==> src/rtl/alsu_pkg.sv <==
// Shared definitions for the ALSU command front end: command field layout,
// opcode values, the idle command and the arbiter FSM state encoding.
package alsu_pkg;

  localparam int CMD_BITS = 16;
  localparam int OUT_BITS = 6;

  // Packed command field offsets and widths
  localparam int OPND_W     = 3;
  localparam int OPC_W      = 3;
  localparam int A_LSB      = 13;
  localparam int B_LSB      = 10;
  localparam int OPC_LSB    = 7;
  localparam int CIN_BIT    = 6;
  localparam int SERIAL_BIT = 5;
  localparam int DIR_BIT    = 4;
  localparam int RED_A_BIT  = 3;
  localparam int RED_B_BIT  = 2;
  localparam int BYP_A_BIT  = 1;
  localparam int BYP_B_BIT  = 0;

  typedef enum logic [OPC_W-1:0] {
    OP_AND    = 3'd0,
    OP_XOR    = 3'd1,
    OP_ADD    = 3'd2,
    OP_MUL    = 3'd3,
    OP_SHIFT  = 3'd4,
    OP_ROTATE = 3'd5,
    OP_ILL6   = 3'd6,
    OP_ILL7   = 3'd7
  } opcode_e;

  // AND of A=0, B=0 with no bypass: harmless to repeat every cycle
  localparam logic [CMD_BITS-1:0] IDLE_CMD = '0;

  typedef enum logic [1:0] {
    ST_IDLE  = 2'd0,
    ST_ISSUE = 2'd1,
    ST_WAIT  = 2'd2,
    ST_RESP  = 2'd3
  } state_e;

  // Opcodes 6 and 7 are answered locally and never reach the ALSU
  function automatic logic opcode_legal(input logic [OPC_W-1:0] opc);
    return opc <= OP_ROTATE;
  endfunction

endpackage

==> src/rtl/alsu_rr_arb.sv <==
// Two-way round-robin arbiter. The requester served last loses a tie; a lone
// requester always wins. The pointer moves only when a grant is accepted.
module alsu_rr_arb (
  input  logic       clk,
  input  logic       rst,
  input  logic [1:0] req,
  input  logic       accept,
  output logic [1:0] grant
);

  logic last_q;
  logic last_d;

  // Grant selection: a tie goes to the requester not served last
  always_comb begin
    grant = req;
    if (req == 2'b11) begin
      grant = last_q ? 2'b01 : 2'b10;
    end
  end

  // Pointer follows the winner of an accepted grant
  always_comb begin
    last_d = last_q;
    if (accept) begin
      last_d = grant[1];
    end
  end

  // Pointer register; resetting to 1 lets req0 win the first tie
  always_ff @(posedge clk) begin
    if (rst) begin
      last_q <= 1'b1;
    end else begin
      last_q <= last_d;
    end
  end

endmodule

==> src/rtl/alsu_cmd_arbiter.sv <==
// Two-port command front end for the ALSU: arbitrates between two requesters,
// issues one command for exactly one cycle, waits out the ALSU latency,
// captures the result and returns it to the requester that sent it.
module alsu_cmd_arbiter
  import alsu_pkg::*;
#(
  parameter int ALSU_LAT = 2,
  parameter int CMD_W    = 16,
  parameter int OUT_W    = 6
) (
  input  logic             CLK,
  input  logic             RST,
  input  logic             req0_valid,
  output logic             req0_ready,
  input  logic [CMD_W-1:0] req0_cmd,
  input  logic             req1_valid,
  output logic             req1_ready,
  input  logic [CMD_W-1:0] req1_cmd,
  output logic             rsp0_valid,
  input  logic             rsp0_ready,
  output logic             rsp1_valid,
  input  logic             rsp1_ready,
  output logic [OUT_W-1:0] rsp_data,
  output logic             rsp_err,
  output logic [CMD_W-1:0] alsu_cmd,
  input  logic [OUT_W-1:0] alsu_out,
  input  logic [15:0]      alsu_leds,
  output logic             busy
);

  localparam int CNT_W = (ALSU_LAT > 1) ? $clog2(ALSU_LAT) : 1;
  localparam logic [CNT_W-1:0] CNT_LOAD = CNT_W'(ALSU_LAT - 1);

  state_e           state_q, state_d;
  logic [CMD_W-1:0] cmd_q, cmd_d;
  logic             id_q, id_d;
  logic [CNT_W-1:0] cnt_q, cnt_d;
  logic [OUT_W-1:0] data_q, data_d;
  logic             err_q, err_d;

  logic [1:0]       grant;
  logic             accept;
  logic [CMD_W-1:0] sel_cmd;

  alsu_rr_arb u_arb (
    .clk    (CLK),
    .rst    (RST),
    .req    ({req1_valid, req0_valid}),
    .accept (accept),
    .grant  (grant)
  );

  // Handshake and output decode; reset suppresses any handshake in its cycle
  always_comb begin
    req0_ready = (state_q == ST_IDLE) && !RST && grant[0];
    req1_ready = (state_q == ST_IDLE) && !RST && grant[1];
    accept     = req0_ready || req1_ready;
    sel_cmd    = grant[1] ? req1_cmd : req0_cmd;
    rsp0_valid = (state_q == ST_RESP) && !id_q;
    rsp1_valid = (state_q == ST_RESP) && id_q;
    rsp_data   = data_q;
    rsp_err    = err_q;
    busy       = (state_q != ST_IDLE);
    alsu_cmd   = (state_q == ST_ISSUE) ? cmd_q : CMD_W'(IDLE_CMD);
  end

  // Next-state logic: accept, issue once, count down the latency, respond
  always_comb begin
    state_d = state_q;
    cmd_d   = cmd_q;
    id_d    = id_q;
    cnt_d   = cnt_q;
    data_d  = data_q;
    err_d   = err_q;
    case (state_q)
      ST_IDLE: begin
        if (accept) begin
          cmd_d = sel_cmd;
          id_d  = grant[1];
          if (opcode_legal(sel_cmd[OPC_LSB +: OPC_W])) begin
            state_d = ST_ISSUE;
          end else begin
            data_d  = '0;
            err_d   = 1'b1;
            state_d = ST_RESP;
          end
        end
      end
      ST_ISSUE: begin
        cnt_d   = CNT_LOAD;
        state_d = ST_WAIT;
      end
      ST_WAIT: begin
        if (cnt_q == '0) begin
          data_d  = alsu_out;
          err_d   = |alsu_leds;
          state_d = ST_RESP;
        end else begin
          cnt_d = cnt_q - 1'b1;
        end
      end
      ST_RESP: begin
        if (id_q ? rsp1_ready : rsp0_ready) begin
          state_d = ST_IDLE;
        end
      end
      default: state_d = ST_IDLE;
    endcase
  end

  // State and capture registers; the latched command needs no reset
  always_ff @(posedge CLK) begin
    if (RST) begin
      state_q <= ST_IDLE;
      cnt_q   <= '0;
      data_q  <= '0;
      err_q   <= 1'b0;
    end else begin
      state_q <= state_d;
      cnt_q   <= cnt_d;
      data_q  <= data_d;
      err_q   <= err_d;
    end
    cmd_q <= cmd_d;
    id_q  <= id_d;
  end

endmodule

==> config.mk <==
export PLATFORM = sky130hd
export DESIGN_NAME = alsu_cmd_arbiter
export DESIGN_NICKNAME = d
export VERILOG_FILES = /design/src/rtl/alsu_pkg.sv /design/src/rtl/alsu_rr_arb.sv /design/src/rtl/alsu_cmd_arbiter.sv
export SDC_FILE = /design/constraint.sdc
export NUM_CORES = 1
export LEC_CHECK = 0
export CAP_MARGIN = 30
export CORE_MARGIN = 2
export CORE_UTILIZATION = 38
export DETAILED_ROUTE_END_ITERATION = 8
export PLACE_DENSITY = 0.81
export SYNTH_ARGS = -nofsm -noshare
export SYNTH_HDL_FRONTEND = slang
export SYNTH_SLANG_ARGS = --single-unit
==> constraint.sdc <==
create_clock -name CLK -period 3 [get_ports CLK]
set_clock_uncertainty 0.05 [all_clocks]
set_input_delay 0.6 -clock CLK [delete_from_list [all_inputs] [get_ports CLK]]
set_output_delay 0.6 -clock CLK [all_outputs]
set_load 0.02 [all_outputs]
-- After elaboration in Yosys (flattened, before gate mapping)
Index checks and enable logic that the tools add are counted.
- output and inout port bits: 28
- input port bits: 60
- register bits: 28
- magnitude comparators: 1
- muxes and demuxes: 20
- $add $sub $neg: 1
- reduce and logical (&&, ||, !) cells: 16
- equality and inequality tests: 8
- operators with widths (operator ; number):
    two-way mux 16 bit ; 2
    two-way mux 6 bit ; 3
    OR reduction 16 bit ; 1
    two-way mux 2 bit ; 6
    one-hot mux 6 bit (2 select lines) ; 1
    one-hot mux 2 bit (4 select lines) ; 1
    == test 2 bit (second input constant) ; 3
    inequality test 2 bit (second input constant) ; 3
    nonzero test 2 bit ; 3
    logical AND 1 bit ; 5
    two-way mux 1 bit ; 5
    one-hot mux 1 bit (2 select lines) ; 2
    AND reduction 4 bit ; 1
    <= comparator 3 bit (second input constant) ; 1
    AND reduction 3 bit ; 1
    == test 2 x 1 -> 1 bit (second input constant) ; 1
    zero test 1 bit ; 2
    zero test 2 bit ; 1
    inequality test 2 x 1 -> 1 bit (second input constant) ; 1
    AND reduction 2 bit ; 1
    logical OR 1 bit ; 1
    subtractor 1 bit (second input constant) ; 1

-- Logic depth before layout (Yosys ltp)
Gate-level depths: netlist of run 1.
- word-level depth: 7
- mapped depth: 7
- depth with buffers taken out: 6

-- Hierarchy
From an unflattened synthesis of run 1, not the netlist that was laid out.
- cell total of the unflattened synthesis: 143
- area total of the unflattened synthesis: 1570.3 um2
- modules (own cells, without submodules) (module ; cells an instance ; times used ; area each (um2)):
    alsu_cmd_arbiter ; 137 ; 1 ; 1516.5
    alsu_rr_arb ; 6 ; 1 ; 53.8

-- Least setup slack after synthesis of run 1
No wires, ideal clock.
- kind: flip-flop to flip-flop
- start: reg state_q[0]
- end: reg data_q[0] (netlist: rsp_data[0])
- slack: 682 ps
- data required time: 2820 ps
- buffers on the path: 0
- stages on the path, launching flop included: 7
- arrival: 2138 ps
- path through: dfxtp_1 > inv_1 > ha_1 > inv_1 > nor3_2 > a31oi_4 > mux2i_1
- word-level cells in the longest chain between the ends: 6
- elaborated cells on any way between the ends: 12
- classes of those cells: 4 x eq/ne; 1 x mux; 7 x reduce/logical
- RTL lines (what ; line ; text):
    from (decl) ; alsu_cmd_arbiter.sv:34 ; state_e state_q, state_d;
    from (signal assigned) ; alsu_cmd_arbiter.sv:119 ; state_q <= state_d;
    zero test 2 bit ; alsu_cmd_arbiter.sv:55, alsu_cmd_arbiter.sv:56, alsu_cmd_arbiter.sv:75 ;
    logical AND 1 bit ; alsu_cmd_arbiter.sv:55, alsu_cmd_arbiter.sv:56 ;
    logical AND 1 bit, on equally long branches ; alsu_cmd_arbiter.sv:55, alsu_cmd_arbiter.sv:56 ;
    logical OR 1 bit ; alsu_cmd_arbiter.sv:57 ; accept = req0_ready || req1_ready;
    inequality test 2 bit (no line) ; -- ;
    AND reduction 4 bit (no line) ; -- ;
    to (signal assigned) ; alsu_cmd_arbiter.sv:121 ; data_q <= data_d;
    to (decl) ; alsu_cmd_arbiter.sv:38 ; logic [OUT_W-1:0] data_q, data_d;
Several ways; a longest one is shown, not always the timed one.
A chain may end at the register's enable or synchronous reset.

-- Worst setup path after layout of run 1
- start: in req1_valid
- end: out req0_ready
- word-level cells in the longest chain between the ends: 3
- RTL lines (what ; line ; text):
    from (decl) ; alsu_cmd_arbiter.sv:16 ; input logic req1_valid,
    == test 2 bit ; alsu_rr_arb.sv:17 ; if (req == 2'b11) begin
    two-way mux 2 bit ; alsu_rr_arb.sv:17 ;
    logical AND 1 bit ; alsu_cmd_arbiter.sv:55 ; req0_ready = (state_q == ST_IDLE) && !RST && grant[0];
    to (decl) ; alsu_cmd_arbiter.sv:14 ; output logic req0_ready,
Every way passes these cells.

==> results of run 1 <==
==> flip-flops by register name, indices dropped and copies added (netlist names) <==
register,flops
rsp_data,6
u_arb.last_q,1
state_q,2
cmd_q,16
id_q,1
rsp_err,1
cnt_q,1
==> layer usage <==
metal / GRT usage, % / wire length, um / vias up / share of wire (%)
met2: 33.9 / 1870 / 76 / 49
met4: 4.85 / 19 / 0 / 0.50
li1: - / - / 643 / -
met3: 3.55 / 370 / 2 / 9.7
met5: 0 / 0 / - / 0
met1: 19.1 / 1550 / 600 / 41
==> cell type report <==
class / count / share of cell area (%)
inverter: 4 / 0.604
multi-input combinational: 91 / 29.1
clock buffer: 4 / 2.22
sequential: 28 / 29.4
timing repair buffer: 91 / 36.3
tap: 48 / 2.42
==> through the flow <==
step,hold WS (ps),worst slack (ps),util (%),instances,cell area [um2]
after floorplan,434,682,-,128,1500
after global placement,400,285,65.4,262,2430
after detailed placement,416,171,65.4,262,2430
after CTS,435,163,66.9,266,2480
after global routing,452,89.3,66.9,266,2480
final,428,176,66.9,266,2480
==> worst max path at each step <==
stage	end	slack, ps	depth (start not counted)
3_5_place_dp	req0_ready	170	4
6_report	req0_ready	180	4
4_1_cts	req0_ready	160	4
5_1_grt	req0_ready	90	5
2_1_floorplan	rsp_data[0]$_SDFFE_PP0P_	680	6
3_3_place_gp	req0_ready	290	4
==> cell families after synthesis <==
logic type | share of synthesized area [%]
flip-flops | 48.8
multiplexers | 18.7
AO/OA/AOI/OAI | 6.77
adder cells (fa/ha/maj) | 4.18
AND/OR/NAND/NOR | 18.6
buffers and inverters | 2.92
==> placed cells by master (no fill, tap or decap), types with 2 or more instances in the layout <==
cell type        synthesis  routed
inv_1                    3       3
nor2_1                   2       2
nor4_1                   2       2
ha_1                     5       5
dfxtp_1                 11      11
mux2i_1                 10      10
clkdlybuf4s50_1          0      87
nand2_1                 13      13
nor2b_1                  3       3
and2_1                  17      17
mux2_2                  16      16
nor3_1                   2       2
nand3_1                  4       4
nand2b_1                 2       2
edfxtp_1                17      17
buf_4                    0       4
clkbuf_8                 0       4
==> power groups by stage <==
stage,clock [W],combinational (W),sequential (W)
floorplan,0,0.000439,0.000541
global placement,0,0.000757,0.000538
detailed placement,0,0.000783,0.000544
CTS,0.000238,0.000788,0.000535
global route,0.000247,0.000842,0.000544
finish,0.000230,0.000780,0.000534
==> worst reg2reg max path, delay by kind of cell (launching register included) <==
| family | cells | cell delay [ps] |
|---|---|---|
| adder cells (fa/ha/maj) | 1 | 370 |
| buffers and inverters | 1 | 120 |
| flip-flops | 1 | 340 |
| AO/OA/AOI/OAI | 1 | 190 |
| AND/OR/NAND/NOR | 2 | 660 |
| multiplexers | 1 | 70 |
==> impl_metrics.json, run 1 <==
{
  "status": "finished, final reports clean",
  "ys_ff_latch": 28,
  "cts_setup_buffers": 0,
  "cts.sink_count": 28,
  "fillers": 311,
  "holdBufCountCts": 0,
  "synthCells": 128,
  "netSwitchingFraction_pct": 34.7,
  "powerDensity_mw_per_mm2": 621,
  "cts_resized": 0,
  "die_w_um": 66.8,
  "r2r_end": "rsp_err$_SDFFE_PP0P_",
  "pwr-share-seq_pct": 34.6,
  "clockRootBuffer": "clkbuf_8",
  "hold_class": "register to register",
  "slew_headroom_pct": 74.9,
  "synth.avg_cell_area_um2": 11.7,
  "r2r-start": "state_q[0]$_SDFFE_PP0P_",
  "required_ps": 2350,
  "slew_viol_final": 0,
  "slowest_delay_ps": 670,
  "holdPathStages": 2,
  "synthesis.nets": 193,
  "post-route-min-period_ps": 2820,
  "hpwl_mm": 3.04,
  "ys_top_cells_by_count": "and2_1, edfxtp_1, mux2_2",
  "synth_top_cell_area_share_pct": 34.1,
  "cts.reportedPaths.clkPinSlew_ps": 90,
  "power_switching_w": 0.000535,
  "p_int_w": 0.00101,
  "numCtsBuffers": 3,
  "seq_area_um2": 731,
  "syn_to_final_growth_pct": 65.9,
  "drtPass1Iterations": 4,
  "worstHoldStart": "rsp_data[0]$_SDFFE_PP0P_",
  "rows": 22,
  "finalSetupViolations": 0,
  "worstRegToRegCells": 6,
  "reg2reg_slack_ps": 1090,
  "worst_pin_slew_ps": 377,
  "clock_path_buffers": 2,
  "crit_buf_inv": 2,
  "cp_common_cell": "clkdlybuf4s50_1",
  "antenna_found_initial": 0,
  "ys_types": 33,
  "grt_setup_unrepaired": "no",
  "dieHeight_um": 66.8,
  "grt_pass1_wl_mm": 5.91,
  "ys_seq_area_share_pct": 48.8,
  "fin_crit_sh_pct": 94.1,
  "tritoncts": "done",
  "port_buffers": 87,
  "layout-drive-gt1-share_pct": 12.8,
  "critPathSlowestCell": "clkdlybuf4s50_1",
  "dieArea_mm2": 0.00446,
  "core_mm2": 0.00372,
  "crit_family": "buffers and inverters",
  "grt_pass1_vias": 1412,
  "criticalPathCategory": "primary input to primary output",
  "ys_warn_count": 0,
  "crit_chain": "clkdlybuf4s50_1, nor2b_1, nor4b_1, clkdlybuf4s50_1",
  "critPathCaptureType": "primary output",
  "power_frac_comb_pct": 50.5,
  "drt_iter0_drc": 37,
  "io_pins": 88,
  "critPathLaunch": "req1_valid",
  "crit_arrival_ps": 2170,
  "drc": 0,
  "grtUsageTotal_pct": 17.5,
  "holdPathEnd": "rsp_data[0]$_SDFFE_PP0P_",
  "yosysTopAreaCell": "edfxtp_1",
  "fin_nets": 284,
  "synth_flop_cell": "edfxtp_1",
  "clock_latency_ps": 270,
  "clock.fmax_ghz": 0.354,
  "pwr-share-clk_pct": 14.9,
  "tns_ps": 0,
  "maxCapViolCount": 0,
  "vdd_ir_drop_max_mv": 0.360,
  "hold_viol": 0,
  "synthArstFlopShare_pct": 0,
  "total_power_w": 0.00154,
  "vias": 1321,
  "drt-total-wl_mm": 3.80,
  "leakage_nw": 0.937,
  "gp_congestion": 0.751,
  "synth_area_leaders": "edfxtp_1, dfxtp_1, mux2_2",
  "h-tree-depth": 1,
  "cp-start-kind": "primary input",
  "worstPathMaxFanout": 3,
  "synth-edff-count": 17,
  "grt-ovfl-total": 0,
  "grt_max_degree": 19,
  "wl_per_cell_um": 14.3,
  "ant_nets": 0,
  "start_util_pct": 40.3,
  "multi_input_area_um2": 723,
  "syn_area_mm2": 0.00150,
  "vias_per_cell": 4.97,
  "antenna_cells": 0
}
Note: power is estimated with default switching activity, not from simulation.
==> inputs of run 2 (changes only) <==
- CORE_UTILIZATION: 38 -> 32
- HOLD_SLACK_MARGIN: default -> 0.02
- PLACE_DENSITY: 0.81 -> 0.7
==> run 2 against run 1 <==
Net effect: sequential power hardly changed; die area is 18% higher; sequential cell count stayed put; final area is 0.86% higher; clock-buffer cell count is 1 lower; total power is 3.5% higher; global-route usage is 4.1 points lower; non-clock buffer count stayed put; worst hold slack worse by 7.0 ps; combinational power is 2% lower; final cell count is 1.5% higher.
==> impl_metrics.json, run 2 (synthesized netlist as in run 1, its figures left out) <==
{
  "crit_family": "buffers and inverters",
  "worst_slack_ps": 264,
  "total_power_w": 0.00160,
  "maxCapViolCount": 0,
  "final_common_cell": "clkdlybuf4s50_1",
  "leakage_nw": 0.944,
  "worstPathMaxFanout": 3,
  "drtPass1Iterations": 4,
  "slowest_delay_ps": 660,
  "drt_iter0_drc": 46,
  "r2r-start": "state_q[0]$_SDFFE_PP0P_",
  "dpl_cell_area_mm2": 0.00243,
  "cp_common_cell": "clkdlybuf4s50_1",
  "tritoncts": "done",
  "drt-total-wl_mm": 3.51,
  "tns_ps": 0,
  "powerDensity_mw_per_mm2": 638,
  "holdPathStages": 2,
  "clock_path_buffers": 2,
  "holdBufCountCts": 0,
  "crit_arrival_ps": 2090,
  "grtUsageTotal_pct": 13.5,
  "gp_congestion": 0.782,
  "dieHeight_um": 72.4,
  "clock_latency_ps": 270,
  "hold_class": "register to register",
  "ant_nets": 0,
  "antenna_found_initial": 0,
  "slew_headroom_pct": 72.5,
  "grt_setup_unrepaired": "no",
  "crit_chain": "clkdlybuf4s50_1, nor2b_1, nor4b_1, clkdlybuf4s50_1",
  "status": "finished, final reports clean",
  "r2r_end": "rsp_data[0]$_SDFFE_PP0P_",
  "grt_max_degree": 19,
  "hpwl_mm": 2.71,
  "criticalPathCategory": "primary input to primary output",
  "final_core_util_pct": 56.4,
  "grt_pass1_vias": 1291,
  "cp-endpoint": "req0_ready",
  "post-route-min-period_ps": 2740,
  "cp-start-kind": "primary input",
  "clockRootBuffer": "clkbuf_8",
  "io_pins": 88,
  "worst_pin_slew_ps": 413,
  "vias": 1280,
  "port_buffers": 87,
  "vias_per_cell": 4.74,
  "hold_viol": 0,
  "fillers": 425,
  "worstRegToRegCells": 7,
  "cts_resized": 0,
  "wl_per_cell_um": 13.0,
  "critPathCaptureType": "primary output",
  "reg2reg_slack_ps": 1140,
  "die_w_um": 72.4,
  "finalSetupViolations": 0,
  "cts_setup_buffers": 0,
  "required_ps": 2350,
  "numCtsBuffers": 3,
  "critPathLaunch": "req1_valid",
  "clock.fmax_ghz": 0.366,
  "antenna_cells": 0,
  "slew_viol_final": 0,
  "registers.top_by_ff_count": "cmd_q",
  "grt_pass1_wl_mm": 5.60,
  "multi_input_area_um2": 723,
  "mostFrequentLayoutCells": "clkdlybuf4s50_1, and2_1, edfxtp_1, mux2_2, nand2_1",
  "layout-drive-gt1-share_pct": 12.8,
  "cts.sink_count": 28,
  "fin_nets": 284,
  "cp.depth": 4,
  "fin_crit_sh_pct": 91.2,
  "seq_area_um2": 731,
  "dpl_worst_slack_ps": 264,
  "critPathSlowestCell": "clkdlybuf4s50_1",
  "dieArea_mm2": 0.00524,
  "crit_buf_inv": 2,
  "largest_reg_flops": 16,
  "start_util_pct": 33.7,
  "h-tree-depth": 1,
  "syn_to_final_growth_pct": 67.3,
  "rows": 24,
  "grt-ovfl-total": 0,
  "core_mm2": 0.00444,
  "finalInstanceArea_mm2": 0.00251,
  "cts.reportedPaths.clkPinSlew_ps": 100,
  "vdd_ir_drop_max_mv": 0.247,
  "drc": 0
}
==> run 2: final cells by class <==
type                    instances  share of cell area (%)
clock inverters                 1                    1.20
inverters                       4                   0.599
repair buffers                 91                    35.9
well taps                      52                    2.60
multi-input cells              91                    28.9
clock buffers                   3                    1.65
flip-flops and latches         28                    29.2
==> run 2: metal layers <==
| layer | routed length (um) | part of all wire, % | vias to the layer above | GRT usage, % |
|---|---|---|---|---|
| li1 | - | - | 641 | - |
| met1 | 1580 | 45 | 564 | 16.7 |
| met2 | 1490 | 42 | 73 | 22.3 |
| met3 | 426 | 12 | 2 | 4.44 |
| met4 | 12 | 0.34 | 0 | 4.12 |
| met5 | 0 | 0 | - | 0 |
==> run 2: worst min-delay path by stage <==
| stage | startpoint | end |
|---|---|---|
| after floorplan | cnt_q$_SDFFE_PP0P_ | cnt_q$_SDFFE_PP0P_ |
| after CTS | rsp_data[2]$_SDFFE_PP0P_ | rsp_data[2]$_SDFFE_PP0P_ |
| after global placement | rsp_data[4]$_SDFFE_PP0P_ | rsp_data[4]$_SDFFE_PP0P_ |
| after detailed placement | rsp_data[4]$_SDFFE_PP0P_ | rsp_data[4]$_SDFFE_PP0P_ |
| after global routing | rsp_data[2]$_SDFFE_PP0P_ | rsp_data[2]$_SDFFE_PP0P_ |
| final | rsp_data[4]$_SDFFE_PP0P_ | rsp_data[4]$_SDFFE_PP0P_ |
==> run 2: power by group <==
group / leakage (nW) / total (W) / switching, W / internal [W]
combinational: 0.659 / 0.000768 / 0.000378 / 0.000390
clock: 0.0357 / 0.000298 / 0.000119 / 0.000179
sequential: 0.249 / 0.000533 / 0.0000324 / 0.000500
total: 0.944 / 0.00160 / 0.000530 / 0.00107
==> run 2: per-stage QoR <==
stage          cells  hold WS, ps
2_1_floorplan    128          434
5_1_grt          270          446
4_1_cts          270          427
3_5_place_dp     266          408
6_report         270          422
3_3_place_gp     266          404
==> run 2: worst register-to-register path: cells and delay by family, from the launching register on <==
family | cells | cell delay, ps
adders and majority gates | 1 | 270
muxes | 1 | 220
DFF | 1 | 400
buffers and inverters | 3 | 450
and+or+nand+nor | 1 | 60
AOI/OAI and AO/OA | 1 | 350
==> inputs of run 3 (changes only) <==
--- a/config.mk
+++ b/config.mk
@@ -6,4 +6,5 @@
 export NUM_CORES = 1
 export LEC_CHECK = 0
+export ABC_CLOCK_PERIOD_IN_PS = 3000
 export CAP_MARGIN = 30
 export CORE_MARGIN = 2
==> constraint.sdc (replaced) <==
create_clock -name CLK -period 3 [get_ports CLK]
set_clock_uncertainty 0.05 [all_clocks]
set_input_delay 0.6 -clock CLK [delete_from_list [all_inputs] [get_ports CLK]]
set_output_delay 0.6 -clock CLK [all_outputs]
set_load 0.01 [all_outputs]
==> run 3 against run 2 <==
Net effect: final area is 0.30% higher; sequential power barely moved; worst hold slack got worse by 1.3 ps; sequential cell count did not move; wire length is 2.5% higher; via count up 1.3%; critical path depth unchanged; critical path type unchanged; largest cell class unchanged; largest power group unchanged.
==> impl_metrics.json, run 3 (synthesized netlist as in run 1, its figures left out) <==
{
  "critPathSlowestCell": "clkdlybuf4s50_1",
  "hpwl_mm": 2.81,
  "mostFrequentLayoutCells": "clkdlybuf4s50_1, and2_1, edfxtp_1, mux2_2, nand2_1",
  "clock_path_buffers": 2,
  "status": "finished, final reports clean",
  "cts.reportedPaths.clkPinSlew_ps": 100,
  "cp_common_cell": "clkdlybuf4s50_1",
  "port_buffers": 87,
  "placed_cells": 267,
  "die_w_um": 72.4,
  "rows": 24,
  "slew_headroom_pct": 73.0,
  "powerDensity_mw_per_mm2": 610,
  "ant_nets": 0,
  "worstPathMaxFanout": 3,
  "start_util_pct": 33.7,
  "critPathLaunch": "req1_valid",
  "syn_to_final_growth_pct": 67.8,
  "slowest_delay_ps": 590,
  "hold_viol": 0,
  "leakage_nw": 0.950,
  "grtUsageTotal_pct": 13.7,
  "core_mm2": 0.00444,
  "cts_setup_buffers": 0,
  "critPathCaptureType": "primary output",
  "grt_pass1_wl_mm": 5.55,
  "final_common_cell": "clkdlybuf4s50_1",
  "grt_setup_unrepaired": "no",
  "antenna_found_initial": 0,
  "antenna_cells": 0,
  "cts_resized": 0,
  "criticalPathCategory": "primary input to primary output",
  "holdBufCountCts": 0,
  "tns_ps": 0,
  "h-tree-depth": 1,
  "reg2reg_slack_ps": 1190,
  "finalSetupViolations": 0,
  "slew_viol_final": 0,
  "registers.top_by_ff_count": "cmd_q",
  "fin_nets": 285,
  "cts.sink_count": 28,
  "worstRegToRegCells": 7,
  "cp-endpoint": "req0_ready",
  "drt-total-wl_mm": 3.60,
  "dieArea_mm2": 0.00524,
  "drtPass1Iterations": 4,
  "vdd_ir_drop_max_mv": 0.298,
  "maxCapViolCount": 0,
  "grt_max_degree": 19,
  "worst_pin_slew_ps": 406,
  "wl_per_cell_um": 13.3,
  "clock_latency_ps": 280,
  "grt-ovfl-total": 0,
  "largest_reg_flops": 16,
  "gp_congestion": 0.785,
  "vias": 1296,
  "hold_class": "register to register",
  "numCtsBuffers": 3,
  "fin_crit_sh_pct": 89.8,
  "tritoncts": "done",
  "vias_per_cell": 4.78,
  "layout-drive-gt1-share_pct": 13.2,
  "crit_chain": "clkdlybuf4s50_1, nor2b_1, nor4b_1, clkdlybuf4s50_1",
  "io_pins": 88,
  "drc": 0,
  "grt_pass1_vias": 1219,
  "post-route-min-period_ps": 2690,
  "crit_arrival_ps": 2040,
  "timing.hold.ws_ps": 420,
  "cp-start-kind": "primary input",
  "drt_iter0_drc": 36,
  "r2r_end": "rsp_data[4]$_SDFFE_PP0P_",
  "required_ps": 2350,
  "dieHeight_um": 72.4,
  "r2r-start": "state_q[0]$_SDFFE_PP0P_",
  "clock.fmax_ghz": 0.371,
  "final_cells": 271,
  "clockRootBuffer": "clkbuf_8"
}
-- run 3: how the worst min path moves through the flow --
stage                     cells past startpoint                     start  slack, ps                        to
after detailed placement                      2  rsp_data[0]$_SDFFE_PP0P_        410  rsp_data[0]$_SDFFE_PP0P_
after global placement                        2  rsp_data[2]$_SDFFE_PP0P_        400  rsp_data[2]$_SDFFE_PP0P_
after floorplan                               2  rsp_data[1]$_SDFFE_PP0P_        430  rsp_data[1]$_SDFFE_PP0P_
after global routing                          2  rsp_data[2]$_SDFFE_PP0P_        450  rsp_data[2]$_SDFFE_PP0P_
after CTS                                     2  rsp_data[0]$_SDFFE_PP0P_        430  rsp_data[0]$_SDFFE_PP0P_
final                                         2  rsp_data[4]$_SDFFE_PP0P_        420  rsp_data[4]$_SDFFE_PP0P_
-- run 3: per-stage QoR --
stage	utilization (%)	power [W]	cell area, um2	worst slack, ps
floorplan	-	0.000906	1500	732
global placement	55.0	0.00125	2440	350
detailed placement	55.0	0.00126	2440	293
CTS	56.6	0.00156	2510	287
global route	56.6	0.00164	2510	202
finish	56.6	0.00153	2510	306
-- run 3: critical path: cells and delay by family --
kind / cells / cell delay, ps
buffers and inverters: 2 / 1020
AND/OR/NAND/NOR: 2 / 420
-- run 3: layout make-up --
type | count | area (um2)
multi-input combinational | 91 | 723
clock inverter | 1 | 30.0
tap | 52 | 65.1
sequential | 28 | 731
fill | 382 | 1930
clock buffer | 3 | 41.3
inverter | 4 | 15.0
timing repair buffer | 92 | 908
-- run 3: where the power goes --
part	internal (W)	switching (W)	total (W)	leakage [nW]
clock	0.000179	0.000122	0.000300	0.0357
combinational	0.000395	0.000307	0.000702	0.665
sequential	0.000500	0.0000316	0.000532	0.249
total	0.00107	0.000460	0.00153	0.950
-- run 3: layer usage --
layer | up-vias | part of all wire (%) | track usage (%)
li1 | 644 | - | -
met3 | 5 | 13 | 5.28
met4 | 0 | 1.4 | 4.94
met2 | 74 | 43 | 21.9
met5 | - | 0 | 0
met1 | 573 | 42 | 16.9
